$ cat config.mk
export PLATFORM = sky130hd
export DESIGN_NAME = dm_cache_responder
export DESIGN_NICKNAME = d
export VERILOG_FILES = /design/src/rtl/dm_cache_responder.sv
export SDC_FILE = /design/constraint.sdc
export NUM_CORES = 2
export LEC_CHECK = 0
export ABC_AREA = 1
export BUFFER_PORTS_ARGS = -buffer_cell sky130_fd_sc_hd__buf_2
export CAP_MARGIN = 20
export CORE_MARGIN = 10
export CORE_UTILIZATION = 45
export DETAILED_ROUTE_END_ITERATION = 10
export SYNTH_ARGS = -nofsm -noshare
export SYNTH_HDL_FRONTEND = slang
export SYNTH_SLANG_ARGS = --single-unit
$ cat constraint.sdc
create_clock -name clk -period 5.72 [get_ports clk]
set_clock_uncertainty 0.1 [all_clocks]
set_input_delay 0.572 -clock clk [delete_from_list [all_inputs] [get_ports clk]]
set_output_delay 0.572 -clock clk [all_outputs]
set_load 0.03 [all_outputs]
$ cat src/rtl/dm_cache_responder.sv
`timescale 1ns/1ps
// Direct-mapped, one-word-per-line, write-through / no-write-allocate cache responder.
// Read hits complete combinationally; misses and writes stall until the backing memory acks.
module dm_cache_responder #(
   parameter int INDEX_BITS = 6
) (
   input  logic        clk,
   input  logic        rst,
   input  logic [15:0] Addr,
   input  logic [15:0] DataIn,
   input  logic        Rd,
   input  logic        Wr,
   input  logic        createdump,
   output logic [15:0] DataOut,
   output logic        Done,
   output logic        Stall,
   output logic        CacheHit,
   output logic        err,
   output logic [15:0] mem_addr,
   output logic [15:0] mem_wdata,
   output logic        mem_rd,
   output logic        mem_wr,
   input  logic [15:0] mem_rdata,
   input  logic        mem_ack
);

   localparam int LINES    = 1 << INDEX_BITS;
   localparam int TAG_BITS = 15 - INDEX_BITS;

   typedef enum logic [1:0] {
      IDLE    = 2'd0,
      RD_WAIT = 2'd1,
      WR_WAIT = 2'd2,
      RESP    = 2'd3
   } state_t;

   state_t              state_q, state_d;
   logic [15:0]         addr_q, addr_d;
   logic [15:0]         wdata_q, wdata_d;
   logic [15:0]         rdata_q, rdata_d;
   logic                hit_q, hit_d;
   logic [LINES-1:0]    valid_q, valid_d;

   logic [15:0]         data_q [LINES];
   logic [TAG_BITS-1:0] tag_q  [LINES];

   logic                line_we;
   logic                tag_we;
   logic [15:0]         line_wdata;

   logic [INDEX_BITS-1:0] req_idx;
   logic [TAG_BITS-1:0]   req_tag;
   logic [INDEX_BITS-1:0] lat_idx;
   logic                  lookup_hit;
   logic                  unused_createdump;

   assign unused_createdump = createdump;

   assign req_idx    = Addr[INDEX_BITS:1];
   assign req_tag    = Addr[15:INDEX_BITS+1];
   assign lat_idx    = addr_q[INDEX_BITS:1];
   assign lookup_hit = valid_q[req_idx] && (tag_q[req_idx] == req_tag);

   always_comb begin
      state_d    = state_q;
      addr_d     = addr_q;
      wdata_d    = wdata_q;
      rdata_d    = rdata_q;
      hit_d      = hit_q;
      valid_d    = valid_q;
      line_we    = 1'b0;
      tag_we     = 1'b0;
      line_wdata = mem_rdata;
      DataOut    = 16'h0000;
      Done       = 1'b0;
      Stall      = 1'b0;
      CacheHit   = 1'b0;
      err        = 1'b0;
      mem_addr   = 16'h0000;
      mem_wdata  = 16'h0000;
      mem_rd     = 1'b0;
      mem_wr     = 1'b0;

      // Outputs are forced low while reset is asserted, including the IDLE decode.
      if (rst) begin
         case (state_q)
            IDLE: begin
               err = (Rd & Wr) | ((Rd | Wr) & Addr[0]);
               if (!err && Rd) begin
                  if (lookup_hit) begin
                     Done     = 1'b1;
                     CacheHit = 1'b1;
                     DataOut  = data_q[req_idx];
                  end else begin
                     Stall   = 1'b1;
                     addr_d  = Addr;
                     state_d = RD_WAIT;
                  end
               end else if (!err && Wr) begin
                  Stall   = 1'b1;
                  addr_d  = Addr;
                  wdata_d = DataIn;
                  hit_d   = lookup_hit;
                  state_d = WR_WAIT;
               end
            end
            RD_WAIT: begin
               mem_rd   = 1'b1;
               mem_addr = addr_q;
               Stall    = 1'b1;
               if (mem_ack) begin
                  line_we          = 1'b1;
                  tag_we           = 1'b1;
                  line_wdata       = mem_rdata;
                  valid_d[lat_idx] = 1'b1;
                  rdata_d          = mem_rdata;
                  hit_d            = 1'b0;
                  state_d          = RESP;
               end
            end
            WR_WAIT: begin
               mem_wr    = 1'b1;
               mem_addr  = addr_q;
               mem_wdata = wdata_q;
               Stall     = 1'b1;
               if (mem_ack) begin
                  // Write-through only refreshes a line that already holds this address.
                  line_we    = hit_q;
                  line_wdata = wdata_q;
                  rdata_d    = 16'h0000;
                  state_d    = RESP;
               end
            end
            RESP: begin
               Done     = 1'b1;
               CacheHit = hit_q;
               DataOut  = rdata_q;
               state_d  = IDLE;
            end
            default: state_d = IDLE;
         endcase
      end
   end

   always_ff @(posedge clk or negedge rst) begin
      if (!rst) begin
         state_q <= IDLE;
         addr_q  <= 16'h0000;
         wdata_q <= 16'h0000;
         rdata_q <= 16'h0000;
         hit_q   <= 1'b0;
         valid_q <= '0;
      end else begin
         state_q <= state_d;
         addr_q  <= addr_d;
         wdata_q <= wdata_d;
         rdata_q <= rdata_d;
         hit_q   <= hit_d;
         valid_q <= valid_d;
      end
   end

   // Data and tag storage carry no reset; the valid bits alone qualify them.
   always_ff @(posedge clk) begin
      if (line_we) begin
         data_q[lat_idx] <= line_wdata;
      end
      if (tag_we) begin
         tag_q[lat_idx] <= addr_q[15:INDEX_BITS+1];
      end
   end

endmodule

==> out/qor.yml <==
sta:
  rsz0062_at_grt: "false"
  finalSetupViolCount: 0
  tightestPinTransition_ps: 1170
  hold_viol_final: 0
  hold_slack_ps: 73.8
  slew_headroom_pct: 22.2
  maxSlewViolCount: 0
  period_minus_slack_ps: 5070
  setup_tns_ps: 0
  finalCritPeriodShare_pct: 88.7
  fmax_ghz: 0.197
clocking:
  clock-sinks: 1715
  cts_buffers: 177
  cts_buffer_depth: 3
  root_buffer: "clkbuf_16"
  cts_tree: "done"
  ctsResizeCount: 0
  clk_pin_slew_worst_paths_ps: 60
  post_cts_buffers: 0
  clock_latency_ps: 820
  ctsHoldBuffers: 41
  htreeDepth: 4
finish:
  nets: 5822
  drive_gt1_share_pct: 11.9
  fin_util_pct: 51.5
  syn2layout_area_growth_pct: 14.0
  design_area_sq_mm: 0.0792
min_path:
  hold_path.class: "in2reg"
  hold_depth: 3
  holdPathEnd: "addr_q[14]"
  min_from: "Addr[14]"
grt:
  grt_max_degree: 197
  grt_use_total_pct: 22.7
  grt_antenna_before_repair: 3
  grt_pass1_wl_mm: 291
  grt-ovfl-total: 0
  grt_pass1_vias: 43400
detailed_routing:
  routed-via-count: 46300
  drc: 0
  drtIter0Drc: 5686
  antenna_left: 0
  totalWireLength_mm: 198
  drt-pass1-iter-count: 6
  routed_via_density: 5.83
  route.detailed.wl_per_inst_um: 24.9
synthesis:
  synth_cell_type_count: 33
  yosys_warnings: 0
  ys_async_sr_fraction_pct: 6.71
  yosysSeqAreaShare_pct: 73.2
  ys_seq_elements: 1715
  synth-edff-count: 1600
  syn_area_sq_mm: 0.0695
  syn_avg_cell_area_sq_um: 12.4
  netlist_instances: 5619
  synth_top_flop_cell: "edfxtp_1"
  synth_fp_nets: 5679
flow_run:
  maxCapViolCount: 0
worst_setup_path:
  cp_slowest_cell: "nor2_4"
  arrival_ps: 4400
  r2r.worst_path.cells: 8
  r2r_setup_slack_ps: 2410
  r2r-start: "state_q[0]"
  path_max_fanout: 146
  worstPathRequired_ps: 5050
  cp-start-kind: "input port"
  endpoint_kind: "primary output"
  slowest_delay_ps: 470
  worstSetupPathType: "in2out"
  reg2reg_to: "data_q[40][5]"
  crit_top_cell: "nand2_1"
  path_cells: "buf_8 > clkinv_16 > buf_4 > nand2_1 > nand3_1 > nand3_1 > nand2_1 > nand2_1 > nand3_1 > nand3_1 > nand2_1 > nand2_1 > nand2_1 > nor2_1 > nand2_1 > nor2_4 > nand4_1 > a21oi_1 > buf_2"
floorplanning:
  fp.dieArea_sq_mm: 0.171
  fp.dieW_um: 413
  io_pins: 108
  core_sq_mm: 0.154
  start_util_pct: 45.2
  die_h_um: 413
  num_rows: 144
power:
  p_leak_nw: 27.7
  internal_power_w: 0.0222
  pwr-share-comb_pct: 12.3
  p_sw_share_pct: 26.1
  p_clk_share_pct: 37.6
  seq_power_share_pct: 50.0
  ir_worst_vdd_v: 0.000339
  powerDensity_mw_per_mm2: 379
  p_sw_w: 0.00783
place:
  placed_area_sq_mm: 0.0730
  hpwlAfterDp_mm: 111
  place_congestion: 0.844
  port_buffers: 106
outcome:
  status: "completed"
-- power groups by stage --
stage                     sequential (W)  combinational, W  clock, W
after floorplan                   0.0156           0.00172         0
after global placement            0.0153           0.00356         0
after global routing              0.0151           0.00397    0.0119
after detailed placement          0.0153           0.00363         0
final                             0.0150           0.00370    0.0113
after CTS                         0.0150           0.00366    0.0115
-- metrics by stage --
stage / total power, W / std cells / setup slack (ps)
final: 0.0300 / 7953 / 646
after global routing: 0.0310 / 7951 / 427
after CTS: 0.0301 / 7935 / 761
after detailed placement: 0.0189 / 7570 / 769
after global placement: 0.0188 / 7557 / 721
after floorplan: 0.0173 / 5619 / 1250
-- cell families after synthesis --
kind of cell	after synthesis	synth area share, %
simple gates	2474	14.7
flops	1715	73.2
compound gates	935	8.78
buf+inv	489	3.14
fa+ha+maj	6	0.108
-- worst max-delay path, delay by kind of cell --
| family | cells | cell delay, ps |
|---|---|---|
| compound gates | 1 | 240 |
| simple gates | 14 | 2120 |
| buf+inv | 4 | 1220 |
-- layout make-up --
class | count | area [sq um]
multi-input cells | 3415 | 16800
clock buffers | 243 | 4950
flip-flops and latches | 1715 | 50900
inverters | 98 | 410
repair buffers | 355 | 2820
diodes | 2 | 5.00
clock inverters | 81 | 749
fillers | 13100 | 74600
well taps | 2044 | 2560
-- registers in the layout, summed over array words and instances (netlist names) --
register and cells:
addr_q 16, data_q 1024, hit_q 1, rdata_q 16, state_q 2, tag_q 576
valid_q 64, wdata_q 16
-- per-layer routing --
layer,routed length [um],vias up,share of wire [%],global-route usage [%]
met2,93200,1894,47,35.9
met4,5350,2,2.7,6.58
met3,17000,328,8.6,4.84
met5,20,-,0.010,0
met1,82700,23400,42,31.6
li1,-,20800,-,-
-- Yosys cell counts (5+ instances only) --
cell type,number,area [sq um]
clkinv_1,5,18.8
clkbuf_1,196,736
a221o_1,22,220
a32o_1,128,1280
buf_4,17,128
inv_1,91,342
o221ai_1,43,377
o21ai_0,151,756
nand2_1,1607,6030
or2_2,60,375
nor3_1,16,80.1
a21oi_1,426,2130
o211ai_1,26,195
nand4_1,17,106
buf_1,44,165
nor2_1,190,713
ha_1,6,75.1
buf_6,18,203
dfrtp_1,115,2880
a221oi_1,106,928
edfxtp_1,1600,48000
nand3_1,580,2900
buf_2,116,581
o22ai_1,30,188
-- layout by cell type, fill, tap and decap left out, drive strengths merged, types with 60 or more instances in the layout --
| master | count |
|---|---|
| a221oi | 106 |
| clkbuf | 247 |
| or2 | 60 |
| a21oi | 426 |
| nand2 | 1609 |
| dfrtp | 115 |
| nand3 | 581 |
| o21ai | 151 |
| inv | 95 |
| edfxtp | 1600 |
| nor2 | 191 |
| clkinv | 69 |
| a32o | 128 |
| buf | 310 |
-- how the worst max path moves through the flow --
stage / startpoint / to / depth (start not counted) / slack (ps)
floorplan: mem_ack / data_q[0][10] / 5 / 1250
detailed placement: Addr[1] / DataOut[5] / 18 / 770
CTS: Addr[1] / DataOut[5] / 18 / 760
global placement: Addr[1] / DataOut[14] / 17 / 720
finish: Addr[1] / DataOut[7] / 19 / 650
global route: Addr[1] / DataOut[15] / 18 / 430
No activity file was read; power rests on OpenSTA's default activity.
